**config.mk**
```make
export PLATFORM = sky130hd
export DESIGN_NAME = adc_serial_ctrl
export DESIGN_NICKNAME = d
export VERILOG_FILES = /design/src/rtl/adc_serial_ctrl.sv
export SDC_FILE = /design/constraint.sdc
export NUM_CORES = 1
export LEC_CHECK = 0
export ABC_AREA = 1
export ABC_CLOCK_PERIOD_IN_PS = 2300
export CORE_AREA = 2 2 111 113
export DETAILED_ROUTE_END_ITERATION = 12
export DIE_AREA = 0 0 113 115
export PLACE_DENSITY_LB_ADDON = 0.3
export SYNTH_ARGS = -nofsm -noshare
export SYNTH_HDL_FRONTEND = slang
export SYNTH_SLANG_ARGS = --single-unit
```
**constraint.sdc**
```tcl
create_clock -name clk -period 2.3 [get_ports clk]
set_clock_uncertainty 0.2 [all_clocks]
set_input_delay 0.46 -clock clk [delete_from_list [all_inputs] [get_ports clk]]
set_output_delay 0.46 -clock clk [all_outputs]
set_load 0.03 [all_outputs]
```
**src/rtl/adc_serial_ctrl.sv**
```systemverilog
// Queued register-write serialiser for the ADC 3-wire configuration port.
// Commands enter a small FIFO; each one is shifted out as {HDR, addr, data}, MSB first.
module adc_serial_ctrl #(
  parameter int               HDR_W      = 12,
  parameter logic [HDR_W-1:0] HDR        = 12'h001,
  parameter int               ADDR_W     = 4,
  parameter int               DATA_W     = 16,
  parameter int               CLK_DIV    = 4,
  parameter int               GAP_CYC    = 8,
  parameter int               FIFO_DEPTH = 4
) (
  input  logic                            clk,
  input  logic                            rst,
  input  logic                            wr_valid,
  output logic                            wr_ready,
  input  logic [ADDR_W-1:0]               wr_addr,
  input  logic [DATA_W-1:0]               wr_data,
  output logic [$clog2(FIFO_DEPTH):0]     fifo_level,
  output logic                            busy,
  output logic                            done,
  output logic [7:0]                      frame_cnt,
  output logic                            sclk,
  output logic                            sdata,
  output logic                            select
);

  localparam int FRAME_W = HDR_W + ADDR_W + DATA_W;
  localparam int CMD_W   = ADDR_W + DATA_W;
  localparam int PTR_W   = $clog2(FIFO_DEPTH);
  localparam int LVL_W   = PTR_W + 1;
  localparam int DIV_W   = (CLK_DIV > 1) ? $clog2(CLK_DIV) : 1;
  localparam int GAP_W   = (GAP_CYC > 1) ? $clog2(GAP_CYC) : 1;
  localparam int BIT_W   = (FRAME_W > 1) ? $clog2(FRAME_W) : 1;

  localparam logic [DIV_W-1:0] DIV_LAST  = DIV_W'(CLK_DIV - 1);
  localparam logic [GAP_W-1:0] GAP_LAST  = GAP_W'(GAP_CYC - 1);
  localparam logic [BIT_W-1:0] BIT_LAST  = BIT_W'(FRAME_W - 1);
  localparam logic [LVL_W-1:0] LVL_FULL  = LVL_W'(FIFO_DEPTH);

  localparam logic [2:0] S_IDLE  = 3'd0;
  localparam logic [2:0] S_SETUP = 3'd1;
  localparam logic [2:0] S_SHIFT = 3'd2;
  localparam logic [2:0] S_HOLD  = 3'd3;
  localparam logic [2:0] S_GAP   = 3'd4;

  logic [2:0]         state_q, state_d;
  logic [DIV_W-1:0]   div_q, div_d;
  logic [BIT_W-1:0]   bit_q, bit_d;
  logic               low_q, low_d;
  logic [GAP_W-1:0]   gap_q, gap_d;
  logic [FRAME_W-1:0] shift_q, shift_d;
  logic [7:0]         frame_cnt_q, frame_cnt_d;
  logic [PTR_W-1:0]   wr_ptr_q, wr_ptr_d, rd_ptr_q, rd_ptr_d;
  logic [LVL_W-1:0]   level_q, level_d;
  logic               sclk_q, sclk_d, sdata_q, sdata_d, select_q, select_d, done_q, done_d;
  logic [CMD_W-1:0]   mem_q [FIFO_DEPTH];

  logic push, pop, div_end;

  assign wr_ready = (level_q != LVL_FULL);
  assign push     = wr_valid && wr_ready;
  assign pop      = (state_q == S_IDLE) && (level_q != '0);
  assign div_end  = (div_q == DIV_LAST);

  always_comb begin
    // NOTE: every output of this block gets a default first so no path leaves it unassigned (no latches).
    state_d     = state_q;
    div_d       = '0;
    bit_d       = bit_q;
    low_d       = low_q;
    gap_d       = gap_q;
    shift_d     = shift_q;
    frame_cnt_d = frame_cnt_q;
    done_d      = 1'b0;
    wr_ptr_d    = push ? wr_ptr_q + 1'b1 : wr_ptr_q;
    rd_ptr_d    = pop  ? rd_ptr_q + 1'b1 : rd_ptr_q;
    level_d     = level_q + LVL_W'(push) - LVL_W'(pop);

    if (state_q != S_IDLE) div_d = div_end ? '0 : div_q + 1'b1;

    case (state_q)
      S_IDLE: begin
        if (pop) begin
          shift_d = {HDR, mem_q[rd_ptr_q]};
          state_d = S_SETUP;
        end
      end
      S_SETUP: begin
        if (div_end) begin
          state_d = S_SHIFT;
          bit_d   = '0;
          low_d   = 1'b0;
        end
      end
      S_SHIFT: begin
        if (div_end) begin
          if (!low_q) begin
            low_d = 1'b1;
            // Data moves on the falling sclk edge; the last bit is left in place for HOLD.
            if (bit_q != BIT_LAST) shift_d = {shift_q[FRAME_W-2:0], 1'b0};
          end else begin
            low_d = 1'b0;
            if (bit_q == BIT_LAST) state_d = S_HOLD;
            else                   bit_d   = bit_q + 1'b1;
          end
        end
      end
      S_HOLD: begin
        if (div_end) begin
          state_d     = S_GAP;
          gap_d       = '0;
          done_d      = 1'b1;
          frame_cnt_d = frame_cnt_q + 8'd1;
        end
      end
      S_GAP: begin
        gap_d = gap_q + 1'b1;
        if (gap_q == GAP_LAST) state_d = S_IDLE;
      end
      default: state_d = S_IDLE;
    endcase

    // Pin values are registered from the next state so the serial lines never glitch.
    select_d = (state_d == S_IDLE) || (state_d == S_GAP);
    sclk_d   = (state_d == S_SHIFT) && !low_d;
    sdata_d  = !select_d && shift_d[FRAME_W-1];
  end

  // NOTE: sequential state uses non-blocking assignments so every flop samples pre-edge values.
  always_ff @(posedge clk or posedge rst) begin
    if (rst) begin
      state_q     <= S_IDLE;
      div_q       <= '0;
      bit_q       <= '0;
      low_q       <= 1'b0;
      gap_q       <= '0;
      shift_q     <= '0;
      frame_cnt_q <= '0;
      wr_ptr_q    <= '0;
      rd_ptr_q    <= '0;
      level_q     <= '0;
      sclk_q      <= 1'b0;
      sdata_q     <= 1'b0;
      select_q    <= 1'b1;
      done_q      <= 1'b0;
    end else begin
      state_q     <= state_d;
      div_q       <= div_d;
      bit_q       <= bit_d;
      low_q       <= low_d;
      gap_q       <= gap_d;
      shift_q     <= shift_d;
      frame_cnt_q <= frame_cnt_d;
      wr_ptr_q    <= wr_ptr_d;
      rd_ptr_q    <= rd_ptr_d;
      level_q     <= level_d;
      sclk_q      <= sclk_d;
      sdata_q     <= sdata_d;
      select_q    <= select_d;
      done_q      <= done_d;
    end
  end

  // NOTE: the command storage has no reset; emptiness is tracked by the reset pointers and level.
  always_ff @(posedge clk) begin
    if (push) mem_q[wr_ptr_q] <= {wr_addr, wr_data};
  end

  assign fifo_level = level_q;
  assign busy       = (state_q != S_IDLE) || (level_q != '0);
  assign done       = done_q;
  assign frame_cnt  = frame_cnt_q;
  assign sclk       = sclk_q;
  assign sdata      = sdata_q;
  assign select     = select_q;

endmodule

```
==> flow_summary.json, run 1 <==
{
  "crit_chain": "clkdlybuf4s50_1",
  "relSlewSlack": 0.738,
  "via_count": 4108,
  "worstPathMaxFanout": 1,
  "status": "complete, but fails checks",
  "layoutNonFillerInstCount": 792,
  "grt_pass1_vias": 4139,
  "grt_pass1_wl_um": 18800,
  "antenna_found_initial": 0,
  "synth_edf_count": 80,
  "finalHoldViolCount": 0,
  "drt_iter0_drc": 316,
  "initial_core_util": 0.519,
  "post-route-min-period_ps": 2240,
  "dieArea_mm2": 0.0130,
  "io_pins": 40,
  "slowest_delay_ps": 660,
  "port_buffers": 39,
  "die_w_um": 113,
  "p_per_area_mw_per_mm2": 897,
  "cts.clk_slew.worst_paths_ps": 60,
  "peakVddDrop_v": 0.000609,
  "yosysMostFrequentCell": "nand2_1",
  "place.gp.congestion": 0.836,
  "fmax_mhz": 447,
  "final_antenna_net_count": 0,
  "cts_tree": "done",
  "cp_slowest_cell": "clkdlybuf4s50_1",
  "clkLatencyLatePin_ps": 420,
  "synth_area_per_cell_um2": 10.6,
  "crit_family": "buffers and inverters",
  "maxCapViolCount": 0,
  "leakagePower_nw": 3.07,
  "finish.utilization": 0.630,
  "grt_usage": 0.187,
  "worstPathArrival_ps": 1580,
  "ff_latch_area_mm2": 0.00403,
  "syn_inst": 577,
  "synth.top_cells.by_area": "edfxtp_1 39%, dfrtp_1 26%, nand2_1 7.0%",
  "synth_warnings": 0,
  "place_inst": 758,
  "fin_nets": 669,
  "syn_nets": 614,
  "r2r_start": "fifo_level[1]",
  "drive_gt1_frac": 0.133,
  "synthFlopType": "edfxtp_1",
  "core.rowCount": 40,
  "cp.buffers_inverters": 1,
  "failed_checks": "design-rule violations",
  "yosys-top-cells-count": "114 x nand2_1, 89 x nor2_1, 80 x edfxtp_1",
  "dp_slack_ps": -167,
  "synthDominantCellAreaShare": 0.392,
  "cts_max_level": 4,
  "drc": 2,
  "dp_hpwl_um": 7000,
  "ys_ff_latch": 145,
  "end_kind": "output pin",
  "wirelength_um": 10900,
  "cts-root-buf": "clkbuf_16",
  "reg2reg_slack_ps": 110,
  "grt-ovfl-total": 0,
  "reg2reg_to": "fifo_level[2]",
  "multi_input_area_mm2": 0.00185,
  "worst_pin_slew_ps": 393,
  "clockBufferDepth": 2,
  "first_pass_iters": 9,
  "p_total_mw": 6.67,
  "synth_top_area_cell": "edfxtp_1",
  "chipHeight_um": 115,
  "start_kind": "flop",
  "cts.sinks": 145,
  "finalMaxSlewViolations": 0,
  "setup_ws_ps": 62.9,
  "coreArea_mm2": 0.0118,
  "ys_seq_area_frac": 0.658,
  "setup_viol": 0,
  "required_ps": 1640,
  "vias_per_cell": 5.19,
  "detail_route.wl_per_cell_um": 13.8,
  "synthDistinctLibCells": 32,
  "async_flop_share": 0.448,
  "r2r_cells": 11,
  "finalCritPeriodShare": 0.973,
  "area_delta_synth_final_pct": 21.5,
  "syn-cell-area_mm2": 0.00613,
  "num_antenna_cells": 0,
  "critical_path_class": "flop to output pin",
  "hp-class": "primary input to async pin",
  "grt_max_degree": 54,
  "nFillCells": 918,
  "cts_inserted_buffers": 17
}
## metal layers
metal	global-route usage	wire length, um
met5	0	0
met4	0.0789	164
met3	0.0438	396
met2	0.333	5690
met1	0.218	4690
## cell usage in the layout (no fill, tap or decap), types with 3 or more instances in the layout
master / count
clkdlybuf4s50_1: 37
dfrtp_1: 61
o22ai_1: 10
nand3_1: 35
nand2_2: 4
nand2_1: 111
inv_1: 43
clkinvlp_4: 6
edfxtp_1: 80
nand2_4: 3
xor2_1: 6
buf_12: 6
xnor2_1: 4
buf_4: 11
ha_1: 11
nor2_2: 7
inv_2: 7
nor2_4: 4
o21ai_0: 64
clkbuf_16: 17
dfrtp_2: 3
nor2_1: 84
## worst max-delay path by stage
stage	to	start	depth (start not counted)	slack, ps
finish	select	select	1	60
global route	shift_q[22]	bit_q[0]	10	-0.9
CTS	select	select	1	40
detailed placement	fifo_level[2]	wr_valid	9	-170
global placement	fifo_level[2]	wr_valid	9	-120
floorplan	fifo_level[2]	state_q[2]	11	-90
## layout make-up
class	count	share of cell area
clock buffers	19	0.0582
clock inverters	13	0.0185
inverters	51	0.0262
multi-input cells	360	0.249
flip-flops and latches	145	0.542
well taps	147	0.0247
repair buffers	57	0.0812
## flip-flops by register name, summed over array words and instances, names as in the netlist, 3 cells and up
name / cells
mem_q: 80
frame_cnt: 8
gap_q: 3
state_q: 3
bit_q: 5
fifo_level: 3
shift_q: 32
## power breakdown
group,internal [mW],switching (mW),leakage (nW)
logic,0.327,0.497,1.26
registers,3.11,0.114,1.55
clock network,1.59,1.03,0.263
## metrics by stage
step	TNS (ps)	area, um2	hold slack (ps)
floorplan	-85.2	6200	215
global placement	-140	6840	226
detailed placement	-213	6840	247
CTS	0	7410	156
global route	-0.941	7440	171
finish	0	7440	154
## what timing repair did
item | 4_1_cts | 5_1_grt
cloned | 0 | 1
pin swaps | 0 | 1
resized for setup | 4 | 4
setup buffers | 0 | 1
setup endpoints to repair | 2 | 33
hold buffers | 0 | 0
## logic make-up (layout without fill, tap and decap cells)
| family | count (synthesis) | count (layout) | synth area share |
|---|---|---|---|
| flip-flops | 145 | 145 | 0.658 |
| adder cells (fa/ha/maj) | 14 | 14 | 0.0298 |
| XOR/XNOR | 11 | 11 | 0.0157 |
| buffers and inverters | 73 | 140 | 0.0519 |
| AND/OR/NAND/NOR | 255 | 256 | 0.177 |
| AO/OA/AOI/OAI | 79 | 79 | 0.0672 |
Note: power is estimated with default switching activity, not from simulation.
==> inputs of run 2 (changes only) <==
--- a/config.mk
+++ b/config.mk
@@ -7,9 +7,11 @@
 export LEC_CHECK = 0
 export ABC_AREA = 1
 export ABC_CLOCK_PERIOD_IN_PS = 2300
-export CORE_AREA = 2 2 111 113
+export CORE_AREA = 2 2 109 111
+export CTS_BUF_LIST = sky130_fd_sc_hd__clkbuf_8
 export DETAILED_ROUTE_END_ITERATION = 12
-export DIE_AREA = 0 0 113 115
+export DIE_AREA = 0 0 111 113
+export HOLD_SLACK_MARGIN = 0.05
 export PLACE_DENSITY_LB_ADDON = 0.3
 export SYNTH_ARGS = -nofsm -noshare
 export SYNTH_HDL_FRONTEND = slang
==> run 2 against run 1 <==
Compared with the run above:
- the run now ends clean
- setup slack improved by 6.1 ps
- via count grew 1.2%
- die area decreased by 3.5%
- register-to-register slack got worse by 20 ps
- sequential power hardly changed
- flip-flop and latch count unchanged
- largest power group unchanged
- highest routed layer unchanged
==> flow_summary.json, run 2 (synthesis results as in run 1) <==
{
  "place_inst": 756,
  "required_ps": 1640,
  "dpl_cell_area_mm2": 0.00687,
  "p_clk_frac": 0.319,
  "start_kind": "flop",
  "rsz0062_at_grt": "no",
  "hp-class": "primary input to async pin",
  "initial_core_util": 0.543,
  "drc": 0,
  "worstPathArrival_ps": 1570,
  "top_register": "mem_q",
  "layoutNonFillerInstCount": 793,
  "port_buffers": 39,
  "leakagePower_nw": 3.06,
  "tns_ps": 0,
  "clkLatencyLatePin_ps": 450,
  "cts.sinks": 145,
  "r2r_start": "fifo_level[1]",
  "vias_per_cell": 5.24,
  "maxCapViolCount": 0,
  "cp.buffers_inverters": 1,
  "finalMaxSlewViolations": 0,
  "ctsHoldBuffers": 0,
  "fmax_mhz": 448,
  "p_switching_mw": 1.67,
  "cts.clk_slew.worst_paths_ps": 90,
  "combPwrFrac": 0.149,
  "coreArea_mm2": 0.0113,
  "setup_ws_ps": 69.0,
  "critical_path_class": "flop to output pin",
  "r2r_cells": 11,
  "crit_family": "buffers and inverters",
  "grt_usage": 0.189,
  "area_delta_synth_final_pct": 19.2,
  "p_per_area_mw_per_mm2": 826,
  "switching_share": 0.278,
  "final_cell_mix": "112 x nand2_1, 84 x nor2_1, 80 x edfxtp_1",
  "reg2reg_slack_ps": 90,
  "cts_tree": "done",
  "final_antenna_net_count": 0,
  "finalCritPeriodShare": 0.970,
  "num_antenna_cells": 0,
  "finalHoldViolCount": 0,
  "die_w_um": 111,
  "cts_max_level": 4,
  "place.gp.congestion": 0.834,
  "final_common_cell": "nand2_1",
  "dieArea_mm2": 0.0125,
  "slowest_delay_ps": 690,
  "wirelength_um": 11000,
  "grt_pass1_vias": 3980,
  "cp_slowest_cell": "clkdlybuf4s50_1",
  "peakVddDrop_v": 0.000617,
  "drt_iter0_drc": 286,
  "largest_reg_flops": 80,
  "post-route-min-period_ps": 2230,
  "antenna_found_initial": 0,
  "internal-power_mw": 4.35,
  "status": "completed",
  "via_count": 4156,
  "crit_chain": "clkdlybuf4s50_1",
  "seqPwrFrac": 0.532,
  "critPathLaunch": "fifo_level[2]",
  "reg2reg_to": "fifo_level[2]",
  "cts_inserted_buffers": 17,
  "core.rowCount": 39,
  "io_pins": 40,
  "grt-ovfl-total": 0,
  "grt_max_degree": 42,
  "grt_pass1_wl_um": 18400,
  "fin_nets": 674,
  "chipHeight_um": 113,
  "relSlewSlack": 0.593,
  "dp_slack_ps": -188,
  "first_pass_iters": 4,
  "worst_pin_slew_ps": 609,
  "cts-root-buf": "clkbuf_8",
  "setup_viol": 0,
  "end_kind": "output pin",
  "detail_route.wl_per_cell_um": 13.9,
  "clockBufferDepth": 2,
  "drive_gt1_frac": 0.145,
  "worstPathMaxFanout": 5,
  "dp_hpwl_um": 7040,
  "fin_area_mm2": 0.00730
}
## run 2: cell count changes in the layout (fill, tap and decap cells not counted), sizes merged, moves of 2 or more
cell and delta:
clkbuf -2, inv +4, dlymetal6s2s +2, clkdlybuf4s50 -3, buf +7
## run 2: worst max-delay path by stage
stage                          to  cells past startpoint  slack [ps]
floorplan           fifo_level[2]                     11         -90
global placement    fifo_level[2]                      9        -120
detailed placement  fifo_level[2]                      9        -190
CTS                          busy                      4          10
global route         frame_cnt[3]                      1          10
finish              fifo_level[2]                      1          70
## run 2: repair_timing
action	in CTS	in global routing
gates cloned	0	0
gates resized for setup	5	8
pin swaps	0	2
endpoints found under the setup margin	3	17
buffers inserted	0	5
## run 2: per-layer routing
layer,part of all wire,vias to the layer above,track usage
li1,-,2025,-
met1,0.44,2045,0.226
met2,0.51,68,0.320
met3,0.035,18,0.0546
met4,0.018,0,0.0858
met5,0,-,0
## run 2: cell type report
type	count	area [um2]
Inverter	51	195
Multi-Input combinational cell	359	1850
Tap cell	143	179
Sequential cell	145	4040
Clock inverter	15	153
Timing Repair Buffer	63	659
Fill cell	849	3970
Clock buffer	17	234
## run 2: stage by stage
step	power (mW)	hold slack, ps	util
2_1_floorplan	3.73	215	-
3_3_place_gp	4.07	224	0.609
3_5_place_dp	4.12	243	0.609
4_1_cts	6.02	224	0.643
5_1_grt	6.30	252	0.648
6_report	6.03	227	0.648
## run 2: power by group through the flow
stage               clock, mW  sequential [mW]  combinational [mW]
floorplan                   0             3.31               0.419
global placement            0             3.26               0.815
detailed placement          0             3.27               0.850
CTS                      1.96             3.22               0.844
global route             2.09             3.23               0.984
finish                   1.92             3.21               0.898
==> inputs of run 3 (changes only) <==
--- a/config.mk
+++ b/config.mk
@@ -7,11 +7,13 @@
 export LEC_CHECK = 0
 export ABC_AREA = 1
 export ABC_CLOCK_PERIOD_IN_PS = 2300
+export CAP_MARGIN = 20
 export CORE_AREA = 2 2 109 111
 export CTS_BUF_LIST = sky130_fd_sc_hd__clkbuf_8
 export DETAILED_ROUTE_END_ITERATION = 12
 export DIE_AREA = 0 0 111 113
 export HOLD_SLACK_MARGIN = 0.05
+export MAX_ROUTING_LAYER = met4
 export PLACE_DENSITY_LB_ADDON = 0.3
 export SYNTH_ARGS = -nofsm -noshare
 export SYNTH_HDL_FRONTEND = slang
==> run 3 against run 2 <==
Compared with the run above:
- setup slack worse by 1.7 ps
- register-to-register slack barely moved
- sequential power is essentially flat
- power about the same
- wire length grew 0.31%
- global-route usage rose by 0.55 points
- fmax barely moved
- worst hold slack worse by 5.2 ps
- largest cell class unchanged
==> flow_summary.json, run 3 (synthesis results as in run 1) <==
{
  "status": "completed",
  "worst_pin_slew_ps": 611,
  "crit_chain": "clkdlybuf4s50_1",
  "num_antenna_cells": 0,
  "grt_pass1_wl_um": 18400,
  "finalHoldViolCount": 0,
  "end_kind": "output pin",
  "initial_core_util": 0.543,
  "io_pins": 40,
  "place.gp.congestion": 0.847,
  "clkLatencyLatePin_ps": 460,
  "grt-ovfl-total": 0,
  "required_ps": 1640,
  "crit_family": "buffers and inverters",
  "fin_nets": 674,
  "largest_reg_flops": 80,
  "leakagePower_nw": 3.06,
  "vias_per_cell": 5.23,
  "p_per_area_mw_per_mm2": 826,
  "die_w_um": 111,
  "maxCapViolCount": 0,
  "wirelength_um": 11100,
  "worstPathArrival_ps": 1570,
  "dp_hpwl_um": 7040,
  "r2r_start": "fifo_level[1]",
  "peakVddDrop_v": 0.000617,
  "layoutNonFillerInstCount": 793,
  "via_count": 4144,
  "cp_slowest_cell": "clkdlybuf4s50_1",
  "cp.buffers_inverters": 1,
  "cts.clk_slew.worst_paths_ps": 90,
  "critPathLaunch": "fifo_level[2]",
  "grt_usage": 0.194,
  "place_inst": 756,
  "setup_viol": 0,
  "core.rowCount": 39,
  "fmax_mhz": 448,
  "finalCritPeriodShare": 0.971,
  "final_cell_mix": "112 x nand2_1, 84 x nor2_1, 80 x edfxtp_1",
  "detail_route.wl_per_cell_um": 14.0,
  "post-route-min-period_ps": 2230,
  "cts-root-buf": "clkbuf_8",
  "slowest_delay_ps": 690,
  "finalMaxSlewViolations": 0,
  "critical_path_class": "flop to output pin",
  "hp-class": "primary input to async pin",
  "drt_iter0_drc": 322,
  "drc": 0,
  "cts_max_level": 4,
  "ctsHoldBuffers": 0,
  "top_register": "mem_q",
  "start_kind": "flop",
  "worstPathMaxFanout": 5,
  "cts_tree": "done",
  "cts_inserted_buffers": 17,
  "area_delta_synth_final_pct": 19.2,
  "final_antenna_net_count": 0,
  "finish.utilization": 0.648,
  "antenna_found_initial": 0,
  "rsz0062_at_grt": "no",
  "relSlewSlack": 0.592,
  "grt_pass1_vias": 3982,
  "final_common_cell": "nand2_1",
  "coreArea_mm2": 0.0113,
  "clockBufferDepth": 2,
  "drive_gt1_frac": 0.145,
  "port_buffers": 39,
  "dieArea_mm2": 0.0125,
  "grt_max_degree": 42,
  "cts.sinks": 145,
  "chipHeight_um": 113,
  "first_pass_iters": 5
}
[run 3: cell counts in the layout (fill, tap and decap cells not counted)]
Identical to the previous run, type by type.
[run 3: per-stage QoR]
| stage | total power [mW] | instance area (um2) | hold WS, ps | setup slack [ps] | setup TNS, ps |
|---|---|---|---|---|---|
| 6_report | 6.03 | 7300 | 222 | 67.3 | 0 |
| 5_1_grt | 6.30 | 7300 | 253 | 14.8 | 0 |
| 4_1_cts | 6.02 | 7250 | 224 | 10.1 | 0 |
| 3_5_place_dp | 4.12 | 6870 | 243 | -188 | -239 |
| 3_3_place_gp | 4.07 | 6870 | 224 | -125 | -144 |
| 2_1_floorplan | 3.73 | 6200 | 215 | -85.2 | -85.2 |
[run 3: power breakdown]
part	switching, mW	leakage (nW)	internal, mW	total [mW]
Clock	1.04	0.186	0.885	1.93
Sequential	0.102	1.54	3.10	3.21
Combinational	0.533	1.33	0.365	0.898
[run 3: routing by layer]
| layer | vias to the layer above | part of all wire | track usage |
|---|---|---|---|
| met4 | 0 | 0.011 | 0.0808 |
| li1 | 2025 | - | - |
| met2 | 82 | 0.52 | 0.322 |
| met1 | 2028 | 0.43 | 0.225 |
| met3 | 9 | 0.043 | 0.0562 |
| met5 | - | 0 | - |
[run 3: area by class of cell]
type | instances | area [um2]
Sequential cell | 145 | 4040
Fill cell | 849 | 3970
Multi-Input combinational cell | 359 | 1850
Timing Repair Buffer | 63 | 659
Clock buffer | 17 | 234
Inverter | 51 | 195
Tap cell | 143 | 179
Clock inverter | 15 | 153
[run 3: worst paths after layout]
| check | to | cells after the start | slack (ps) |
|---|---|---|---|
| setup / recovery | fifo_level[2] | 1 | 70 |
| hold / removal | wr_ptr_q[1] | 2 | 220 |
| setup reg to reg | fifo_level[2] | 11 | 90 |
| hold reg to reg | div_q[0] | 1 | 260 |
| max in group asynchronous | shift_q[9] | 3 | 1140 |
| min in group clk | div_q[0] | 1 | 260 |
[run 3: timing repair]
| action | in CTS | in global routing |
|---|---|---|
| gates resized for setup | 5 | 8 |
| endpoints found under the setup margin | 3 | 17 |
| pin swaps | 0 | 2 |
| cloned | 0 | 0 |
| setup buffers | 0 | 5 |
